### src/rtl/fetch_unit_pkg.sv
// +----------------------------------------------------------------------------+
// | fetch_unit_pkg                                                             |
// | Shared constants for the instruction fetch stage.                          |
// | Rev 1.0                                                                    |
// +----------------------------------------------------------------------------+
`default_nettype none

package fetch_unit_pkg;

    localparam int          INSN_W       = 16;
    localparam int          PC_STEP      = 2;
    localparam int          ADDR_W_DEF   = 16;
    localparam logic [15:0] RESET_PC_DEF = 16'h0000;

endpackage : fetch_unit_pkg

`default_nettype wire

### src/rtl/fetch_unit_fifo.sv
// +----------------------------------------------------------------------------+
// | fetch_fifo                                                                 |
// | Synchronous prefetch FIFO with clear, count and combinational head.        |
// | Rev 1.0                                                                    |
// +----------------------------------------------------------------------------+
`default_nettype none

module fetch_fifo #(
    parameter int DEPTH = 4,
    parameter int WIDTH = 32,
    parameter int CNT_W = $clog2(DEPTH) + 1
) (
    input  logic             clk,
    input  logic             reset,
    input  logic             i_clear,
    input  logic             i_push,
    input  logic [WIDTH-1:0] i_push_data,
    input  logic             i_pop,
    output logic [CNT_W-1:0] o_count,
    output logic [WIDTH-1:0] o_head
);

    localparam int         PTR_W   = $clog2(DEPTH);
    localparam logic [CNT_W-1:0] C_FULL = CNT_W'(DEPTH);

    logic [WIDTH-1:0] r_mem [DEPTH];
    logic [PTR_W-1:0] r_wptr;
    logic [PTR_W-1:0] r_rptr;
    logic [CNT_W-1:0] r_count;

    logic w_do_pop;
    logic w_do_push;

    // A full FIFO still accepts a push when the head leaves in the same cycle.
    assign w_do_pop  = i_pop && (r_count != '0);
    assign w_do_push = i_push && ((r_count != C_FULL) || w_do_pop);

    always_ff @(posedge clk) begin
        if (reset || i_clear) begin
            r_wptr  <= '0;
            r_rptr  <= '0;
            r_count <= '0;
        end else begin
            if (w_do_push) begin
                r_wptr <= r_wptr + 1'b1;
            end
            if (w_do_pop) begin
                r_rptr <= r_rptr + 1'b1;
            end
            case ({w_do_push, w_do_pop})
                2'b10:   r_count <= r_count + 1'b1;
                2'b01:   r_count <= r_count - 1'b1;
                default: r_count <= r_count;
            endcase
        end
    end

    always_ff @(posedge clk) begin
        if (!reset && !i_clear && w_do_push) begin
            r_mem[r_wptr] <= i_push_data;
        end
    end

    assign o_count = r_count;
    assign o_head  = r_mem[r_rptr];

endmodule : fetch_fifo

`default_nettype wire

### src/rtl/fetch_unit.sv
// +----------------------------------------------------------------------------+
// | fetch_unit                                                                 |
// | PC owner and instruction prefetcher feeding decode over valid/ready.       |
// | Rev 1.0                                                                    |
// +----------------------------------------------------------------------------+
`default_nettype none

module fetch_unit
    import fetch_unit_pkg::*;
#(
    parameter int                  DEPTH    = 4,
    parameter int                  ADDR_W   = ADDR_W_DEF,
    parameter logic [ADDR_W-1:0]   RESET_PC = ADDR_W'(RESET_PC_DEF)
) (
    input  logic                clk,
    input  logic                reset,
    input  logic                halt,
    input  logic                redirect_valid,
    input  logic [ADDR_W-1:0]   redirect_pc,
    output logic                mem_ren,
    output logic [ADDR_W-2:0]   mem_raddr,
    input  logic [INSN_W-1:0]   mem_rdata,
    output logic                ins_valid,
    input  logic                ins_ready,
    output logic [INSN_W-1:0]   ins_data,
    output logic [ADDR_W-1:0]   ins_pc,
    output logic [ADDR_W-1:0]   fetch_pc
);

    localparam int               CNT_W   = $clog2(DEPTH) + 1;
    localparam int               ENTRY_W = INSN_W + ADDR_W;
    localparam logic [CNT_W:0]   C_DEPTH = (CNT_W + 1)'(DEPTH);

    logic [ADDR_W-1:0]  r_pc;
    logic [ADDR_W-1:0]  r_req_pc;
    logic               r_inflight;
    logic               r_kill;

    logic [CNT_W-1:0]   w_count;
    logic [ENTRY_W-1:0] w_head;
    logic [CNT_W:0]     w_used;
    logic               w_issue;
    logic               w_push;
    logic               w_pop;

    // Credits count both buffered words and the one still on its way back.
    assign w_used  = {1'b0, w_count} + (CNT_W + 1)'(r_inflight);
    assign w_issue = !reset && !halt && !redirect_valid && (w_used < C_DEPTH);
    assign w_push  = r_inflight && !r_kill;
    assign w_pop   = ins_valid && ins_ready && !redirect_valid;

    always_ff @(posedge clk) begin
        if (reset) begin
            r_pc       <= RESET_PC;
            r_req_pc   <= '0;
            r_inflight <= 1'b0;
            r_kill     <= 1'b0;
        end else begin
            r_kill <= redirect_valid;
            if (redirect_valid) begin
                r_pc       <= {redirect_pc[ADDR_W-1:1], 1'b0};
                r_inflight <= 1'b0;
            end else begin
                r_inflight <= w_issue;
                if (w_issue) begin
                    r_req_pc <= r_pc;
                    r_pc     <= r_pc + ADDR_W'(PC_STEP);
                end
            end
        end
    end

    fetch_fifo #(
        .DEPTH (DEPTH),
        .WIDTH (ENTRY_W),
        .CNT_W (CNT_W)
    ) u_fifo (
        .clk         (clk),
        .reset       (reset),
        .i_clear     (redirect_valid),
        .i_push      (w_push),
        .i_push_data ({mem_rdata, r_req_pc}),
        .i_pop       (w_pop),
        .o_count     (w_count),
        .o_head      (w_head)
    );

    // Outputs read zero whenever the FIFO is empty so stale storage never leaks.
    assign ins_valid = (w_count != '0);
    assign ins_data  = ins_valid ? w_head[ENTRY_W-1:ADDR_W] : '0;
    assign ins_pc    = ins_valid ? w_head[ADDR_W-1:0]       : '0;

    assign mem_ren   = w_issue;
    assign mem_raddr = r_pc[ADDR_W-1:1];
    assign fetch_pc  = r_pc;

endmodule : fetch_unit

`default_nettype wire

### config.mk
export PLATFORM = sky130hd
export DESIGN_NAME = fetch_unit
export DESIGN_NICKNAME = d
export VERILOG_FILES = /design/src/rtl/fetch_unit_pkg.sv /design/src/rtl/fetch_unit_fifo.sv /design/src/rtl/fetch_unit.sv
export SDC_FILE = /design/constraint.sdc
export NUM_CORES = 1
export LEC_CHECK = 0
export BUFFER_PORTS_ARGS = -buffer_cell sky130_fd_sc_hd__buf_2
export CAP_MARGIN = 20
export CORE_UTILIZATION = 40
export CTS_CLUSTER_SIZE = 14
export DETAILED_ROUTE_END_ITERATION = 6
export SLEW_MARGIN = 20
export SYNTH_ARGS = -nofsm -noshare
export SYNTH_HDL_FRONTEND = slang
export SYNTH_SLANG_ARGS = --single-unit
### constraint.sdc
create_clock -name clk -period 5.11 [get_ports clk]
set_input_delay 0 -clock clk [delete_from_list [all_inputs] [get_ports clk]]
set_output_delay 0 -clock clk [all_outputs]
set_load 0.1 [all_outputs]
; After elaboration in Yosys (flattened, before gate mapping)
; Memory sizes are Yosys's and may differ from the RTL's. A register that Yosys moved wholly into a read port is not among the register bits.
; Index checks and enable logic that the tools add are counted.
[op_classes]
n_mux = 9
magnitude_cmp = 1
n_div = 0
n_reduce_logical = 21
n_eq_ne = 3
n_addsub = 6
bitwise = 1
shifts = 0
mul = 0
[ops]
columns = cell, count
row1 = $mux W16, 4
row2 = $add A16 B2 Y16 const B, 1
row3 = $logic_and A1 B1 Y1, 10
row4 = $pmux W3 S2, 1
row5 = $add A2 B1 Y2 const B, 2
row6 = $add A3 B1 Y4, 1
row7 = $logic_not A1 Y1, 4
row8 = $lt A4 B3 Y1 const B, 1
row9 = $mux W2, 2
row10 = $reduce_bool A2 Y1, 2
row11 = $add A3 B1 Y3 const B, 1
row12 = $ne A3 B3 Y1 const B, 1
row13 = $reduce_bool A3 Y1, 1
row14 = $sub A3 B1 Y3 const B, 1
row15 = $eq A2 B1 Y1 const B, 1
row16 = $eq A2 B2 Y1 const B, 1
row17 = $logic_or A1 B1 Y1, 2
row18 = $mux W1, 2
row19 = $reduce_and A2 Y1, 1
row20 = $reduce_or A2 Y1, 1
row21 = $not A1 Y1, 1
[totals]
inputBits = 37
elab_cells = 50
ramBits = 128
reg_bits = 41
out_inout_bits = 65
mem_count = 1
mem_bits_ro = 0
latchBits = 0
[mem_list]
columns = memory, depth, width, rd, rd_ports_with_merged_regs, write_ports, line_no
row1 = u_fifo.r_mem, 4, 32, 1, 1, 1, fetch_unit_fifo.sv:26  ; logic [WIDTH-1:0] r_mem [DEPTH];

; Longest topological paths before layout
; Gate-level depths: netlist of run 1.
[depth]
ltp_word = 9
depth_mapped = 10
depth_no_buf = 9

; Modules after synthesis
; From an unflattened synthesis of run 1, not the netlist that was laid out.
[hier_totals]
hier_cells = 468
area_unflattened_um2 = 7000.5
[by_module_without_submodules]
columns = mod, instances, cells_per_inst, area_each_um2, seq_area_each_um2
row1 = fetch_fifo, 1, 223, 5142.4, 4023.9
row2 = fetch_unit, 1, 245, 1858.0, 640.6

; Worst setup path before layout of run 1
; Ideal clock, no wire load.
[synth_timing]
kind = register to register
startpoint = register u_fifo.r_count[2], in the netlist u_fifo.o_count[2]
endpoint = register r_req_pc[11]
n_path_buf = 3
setup_time_ns = 0.070
required_time_ns = 5.040
stages_incl_launch_ff = 9
setup_slack_ns = 2.329
arrival_ns = 2.711
period_less_slack_ns = 2.781
path_cell_list = dfxtp_1 -> or4_1 -> buf_2 -> or2_1 -> clkbuf_1 -> inv_2 -> clkbuf_1 -> nand2_1 -> a21oi_1
[synth_between]
elab_chain_len = 4
[synth_lines]
columns = element, line_no
row1 = start: declaration, fetch_unit_fifo.sv:29  ; logic [CNT_W-1:0] r_count;
row2 = start signal: assignment, fetch_unit_fifo.sv:51  ; 2'b10: r_count <= r_count + 1'b1;
row3 = start signal: assignment, fetch_unit_fifo.sv:52  ; 2'b01: r_count <= r_count - 1'b1;
row4 = start signal: assignment, fetch_unit_fifo.sv:53  ; default: r_count <= r_count;
row5 = $add A3 B1 Y4, fetch_unit.sv:47  ; assign w_used = {1'b0, w_count} + (CNT_W + 1)'(r_inflight);
row6 = $lt A4 B3 Y1, fetch_unit.sv:48  ; assign w_issue = !reset && !halt && !redirect_valid && (w_used < C_DEPTH);
row7 = $logic_and A1 B1 Y1, fetch_unit.sv:48
row8 = named net mem_ren, fetch_unit.sv:20  ; output logic mem_ren,
row9 = $reduce_and A2 Y1 (no line), -
row10 = end signal: assignment, fetch_unit.sv:66  ; r_req_pc <= r_pc;
row11 = end: declaration, fetch_unit.sv:35  ; logic [ADDR_W-1:0] r_req_pc;
; The timed path passes the listed nets, and every way through them passes these cells.
; A chain may end at the register's enable or synchronous reset.

; Worst setup path after layout of run 1
[layout_timing]
startpoint = register u_fifo.r_count[2], in the netlist u_fifo.o_count[2]
endpoint = output port mem_ren
[layout_between]
elab_chain_len = 3
[layout_lines]
columns = element, line_no
row1 = $add A3 B1 Y4, fetch_unit.sv:47
row2 = $lt A4 B3 Y1, fetch_unit.sv:48
row3 = $logic_and A1 B1 Y1, fetch_unit.sv:48
row4 = end: declaration, fetch_unit.sv:20
; Every way passes these cells.

==> results of run 1 <==
## registers in the layout (all words and copies together), names as in the netlist, named ones only
| register | flops |
|---|---|
| fetch_pc | 15 |
| r_inflight | 1 |
| r_kill | 1 |
| r_req_pc | 15 |
| u_fifo.o_count | 3 |
| u_fifo.r_mem | 124 |
| u_fifo.r_rptr | 2 |
| u_fifo.r_wptr | 2 |
## stage by stage
stage / util, % / setup WS (ns) / cells
2_1_floorplan: - / 2.33 / 448
3_3_place_gp: 45.0 / 2.56 / 724
3_5_place_dp: 45.0 / 2.53 / 724
4_1_cts: 50.9 / 2.07 / 789
5_1_grt: 50.9 / 1.95 / 789
6_report: 50.9 / 2.10 / 789
## power by group
| group | leakage (nW) | total [W] | switching [W] | internal [W] |
|---|---|---|---|---|
| Sequential | 1.43 | 0.00146 | 0.0000173 | 0.00145 |
| Combinational | 1.14 | 0.000233 | 0.000179 | 0.0000537 |
| Clock | 0.294 | 0.00130 | 0.000491 | 0.000813 |
## cell usage after synthesis (2+ instances only)
cell       instances
a21oi_1           23
a22oi_1            3
a2bb2oi_1          2
a31oi_1           10
a32oi_1            2
and2_1             2
and3_1             9
and4_1             2
buf_1              4
buf_2              3
buf_4             17
clkbuf_1          16
dfxtp_1           41
edfxtp_1         124
ha_1               6
inv_1             11
mux4_2            31
nand2_1           41
nand2b_1           3
nand3_1            7
nand4_1            3
nor2_1            11
nor2b_1           31
nor3_1             4
o211ai_1           4
o21ai_0            5
or3_1              6
or4_1              4
xnor2_1            3
xor2_1             2
## worst paths after layout
check	from	to	cells after the start
setup reg to reg	u_fifo.o_count[2]	fetch_pc[4]	5
setup / recovery	u_fifo.o_count[2]	mem_ren	4
hold reg to reg	r_req_pc[9]	r_req_pc[9]	2
hold / removal	redirect_valid	fetch_pc[4]	3
## routing by layer
metal | track usage [%] | wire [um] | up-vias | part of all wire (%)
met3 | 3.67 | 623 | 18 | 4.9
met1 | 19.1 | 5600 | 1889 | 44
met5 | 0 | 0 | - | 0
met4 | 7.17 | 217 | 0 | 1.7
met2 | 24.7 | 6160 | 108 | 49
li1 | - | - | 1898 | -
## cell families after synthesis
logic type | synth area share (%)
AOI/OAI and AO/OA | 5.18
adders and majority gates | 1.42
buffers and inverters | 4.10
muxes | 10.6
xor gates and xnor gates | 0.655
and+or+nand+nor | 10.1
other | 0.0561
DFF | 67.9
## worst reg2reg max path, stage by stage (launching register included)
cell and delay (ns):
dfxtp_1 0.35, or4_1 0.66, or2_1 0.59, inv_2 0.48, nand3b_1 0.14, a31oi_1 0.19
## layout make-up
cell class / instances / area, um2 / area share, %
clock inverter: 14 / 184 / 2.24
sequential: 165 / 4550 / 55.4
inverter: 12 / 45.0 / 0.549
tap: 216 / 270 / 3.30
clock buffer: 18 / 429 / 5.23
multi-input combinational: 230 / 1880 / 23.0
timing repair buffer: 134 / 843 / 10.3
## what timing repair did
action	CTS	global route
endpoints found under the hold margin	80	0
gates resized for setup	0	0
setup buffers	0	0
hold buffers	33	0
==> flow_summary.ini, run 1 <==
[worst_setup_path]
worstSetupStartpointType = register
slowest_delay_ns = 0.66
critPathBufInv = 2
crit_path_end_kind = output port
setup.worst_path.class = register to output port
worstPathCellList = or4_1 -> or2_1 -> inv_2 -> buf_2
cp.arrival_ns = 3.01
r2r_setup_slack_ns = 2.63
worstPathMaxFanout = 27
cpLargestDelayFamily = simple AND/OR/NAND/NOR gates
crit_slowest_cell = or4_1
critPathRequiredTime_ns = 5.11

[timing]
fin_skew_ns = 0.00725
slew_headroom_pct = 42.6
maxSlewViolCount = 0
fin_crit_ns = 3.01
finalSetupViolCount = 0
tightest_slew_ns = 0.861
setup_tns_ns = 0
hold_viol_final = 0
rsz0062_at_grt = false
fin_hold_ws_ns = 0.0233
period_share_pct = 58.9
clock.fmax_mhz = 332

[yosys]
synth_area_mm2 = 0.00669
syn_inst = 447
ys_seq_elements = 165
synth-edff-count = 124
ys_seq_area_share_pct = 67.9
yosysWarnings = 0
avgSynthCellArea_um2 = 15.0
synthArstFlopShare_pct = 0
synth_ff_type = edfxtp_1
synth_area_leader_cell = edfxtp_1
ys_types = 47
synth_top_cell_area_share_pct = 55.7
yosys-top-cells-area = edfxtp_1, dfxtp_1, mux4_2

[detailed_routing]
viasPerCell = 4.96
post-route-drc-count = 0
drtIter0Drc = 188
drt_first_pass_iters = 4
dr_total_vias = 3913
postRouteAntennaNets = 0
wl_mm = 12.6
wl_per_cell_um = 16.0

[pwr]
p_leak_nw = 2.86
power.density_mw_per_mm2 = 366
ir_worst_vdd_mv = 0.235
power.total_w = 0.00300

[cells_and_area]
drive_gt1_share_pct = 29.7
antenna_cells = 0
nFillCells = 1403
fin_area_mm2 = 0.00820
layout_commonest_cell = edfxtp_1
syn2layout_area_growth_pct = 22.6
final_cell_mix = edfxtp_1, buf_2, nand2_1
fin_nets = 604

[place]
port_buffers = 98
routabilityCongestion = 0.830
hpwl_mm = 7.38
place_area_mm2 = 0.00726

[floorplanning]
row_count = 46
die_area_mm2 = 0.0172
start_util_pct = 41.5
die_h_um = 131
core_area_mm2 = 0.0161
die_x_um = 131
pin_count = 102

[clocking]
clkSlewWorstSetupHoldPaths_ns = 0.06
clockBufferDepth = 2
worst_skew_pair.late_latency_ns = 0.42
cts_max_level = 4
cts_tree = yes
root_buffer = clkbuf_16
numCtsBuffers = 17
cts.sinks = 165

[global_routing]
grt_max_degree = 36
grt_usage_pct = 15.2
antenna_found_initial = 0
gr-total-overflow = 0
grt_first_pass_wirelength_mm = 19.7
grt_pass1_vias = 3758

[min_path]
holdCritPathClass = primary input to register

[run_status]
outcome = complete, no violations

[job]
cap_violations = 0
Power figures use the tool's default switching activity.
==> run 2, diff against run 1 <==
==> constraint.sdc (replaced) <==
create_clock -name clk -period 2.9 [get_ports clk]
set_input_delay 0 -clock clk [delete_from_list [all_inputs] [get_ports clk]]
set_output_delay 0 -clock clk [all_outputs]
set_load 0.1 [all_outputs]
==> run 2 against run 1 <==
  * Clock power increased by 77%
  * Final cell count increased by 0.89%
  * Register-to-register slack got worse by 2.1 ns
  * Non-clock buffer count increased by 7
  * Flip-flop and latch count unchanged
  * Sequential share of layout area decreased by 0.41 points
  * Sequential power increased by 77%
  * Utilization increased by 0.38 points
  * Combinational power increased by 77%
  * Die area unchanged
  * Critical endpoint unchanged
==> flow_summary.ini, run 2 (synthesis results as in run 1) <==
[cells_and_area]
syn2layout_area_growth_pct = 23.5
final_cell_mix = edfxtp_1, buf_2, nand2_1
antenna_cells = 0
largest_reg_flops = 124
finalNonFillerCells = 796
drive_gt1_share_pct = 30.5
top_register = u_fifo.r_mem
layout_commonest_cell = edfxtp_1
fin_nets = 611

[floorplanning]
die_h_um = 131
pin_count = 102
die_area_mm2 = 0.0172
core_area_mm2 = 0.0161
start_util_pct = 41.5
row_count = 46
die_x_um = 131

[timing]
maxSlewViolCount = 0
fin_skew_ns = 0.00579
worst_slack_ns = 0.172
rsz0062_at_grt = false
hold_viol_final = 0
clock.fmax_mhz = 367
slew_headroom_pct = 50.2
fin_crit_ns = 2.73
finalSetupViolCount = 0
setup_tns_ns = 0
period_share_pct = 94.1
tightest_slew_ns = 0.746

[global_routing]
grt_pass1_vias = 3992
gr-total-overflow = 0
grt_first_pass_wirelength_mm = 20.3
grt_usage_pct = 15.5
grt_max_degree = 35
antenna_found_initial = 0

[job]
cap_violations = 0

[clocking]
root_buffer = clkbuf_16
cts_tree = yes
clkSlewWorstSetupHoldPaths_ns = 0.06
worst_skew_pair.late_latency_ns = 0.42
clockBufferDepth = 2
cts.sinks = 165
cts_max_level = 4
cts_resized = 0
cts_setup_buffers = 0
numCtsBuffers = 17

[run_status]
outcome = complete, no violations

[worst_setup_path]
worstSetupStartpointType = register
critPathRequiredTime_ns = 2.90
worstPathMaxFanout = 24
cp.arrival_ns = 2.73
setup.worst_path.class = register to output port
crit_path_end_kind = output port

[min_path]
holdCritPathClass = primary input to register

[detailed_routing]
viasPerCell = 4.98
post-route-drc-count = 0
wl_mm = 12.6
drt_first_pass_iters = 6
drtIter0Drc = 173
wl_per_cell_um = 15.8
dr_total_vias = 3965
postRouteAntennaNets = 0

[place]
port_buffers = 98
hpwl_mm = 7.80
routabilityCongestion = 0.855
post-place-ws_ns = 0.541
dp.cells = 732

[pwr]
p_leak_nw = 2.90
power.density_mw_per_mm2 = 641
power.total_w = 0.00529
ir_worst_vdd_mv = 0.464
run 2: cell count changes in the layout (fill, tap and decap cells not counted), sizes merged:
cell         before  now
buf             101  109
clkinv            6    5
dlygate4sd3      33   32
inv              13   14
run 2: what timing repair did:
action	4_1_cts	5_1_grt
endpoints found under the setup margin	0	0
hold buffers	32	0
hold endpoints to repair	82	0
run 2: final cells by class:
| class | instances | area (um2) |
|---|---|---|
| tap | 216 | 270 |
| multi-input combinational | 230 | 1880 |
| clock buffer | 18 | 429 |
| timing repair buffer | 141 | 906 |
| clock inverter | 14 | 183 |
| inverter | 12 | 45.0 |
| fill | 1404 | 7850 |
| sequential | 165 | 4550 |
run 2: power breakdown:
group	total (W)	internal [W]	leakage, nW	switching (W)
sequential	0.00258	0.00255	1.43	0.0000312
clock	0.00230	0.00143	0.292	0.000872
combinational	0.000413	0.0000966	1.18	0.000316
total	0.00529	0.00408	2.90	0.00122
run 2: path summary, 6_finish.rpt:
check                    startpoint            to  slack [ns]  depth (start not counted)
setup / recovery  u_fifo.o_count[2]       mem_ren        0.17                          4
hold / removal                reset        r_kill        0.06                          3
setup reg to reg  u_fifo.o_count[2]   fetch_pc[9]        0.53                          4
hold reg to reg        r_req_pc[14]  r_req_pc[14]        0.50                          2
run 2: through the flow:
stage / area [um2] / hold slack [ns] / utilization, %
2_1_floorplan: 6690 / 0.0989 / -
3_3_place_gp: 7330 / 0.210 / 45.5
3_5_place_dp: 7330 / 0.219 / 45.5
4_1_cts: 8260 / 0.0426 / 51.3
5_1_grt: 8260 / 0.0783 / 51.3
6_report: 8260 / 0.0596 / 51.3
run 2: routing by layer:
metal	vias up	track usage [%]	part of all wire, %
li1	1910	-	-
met1	1922	18.4	43
met2	118	26.5	50
met3	15	4.05	5.0
met4	0	6.72	1.4
met5	-	0	0
run 2: critical path, stage by stage (launching register included):
cell and delay (ns):
dfxtp_1 0.35, or4_1 0.68, or2_1 0.40, inv_2 0.37
buf_2 0.51
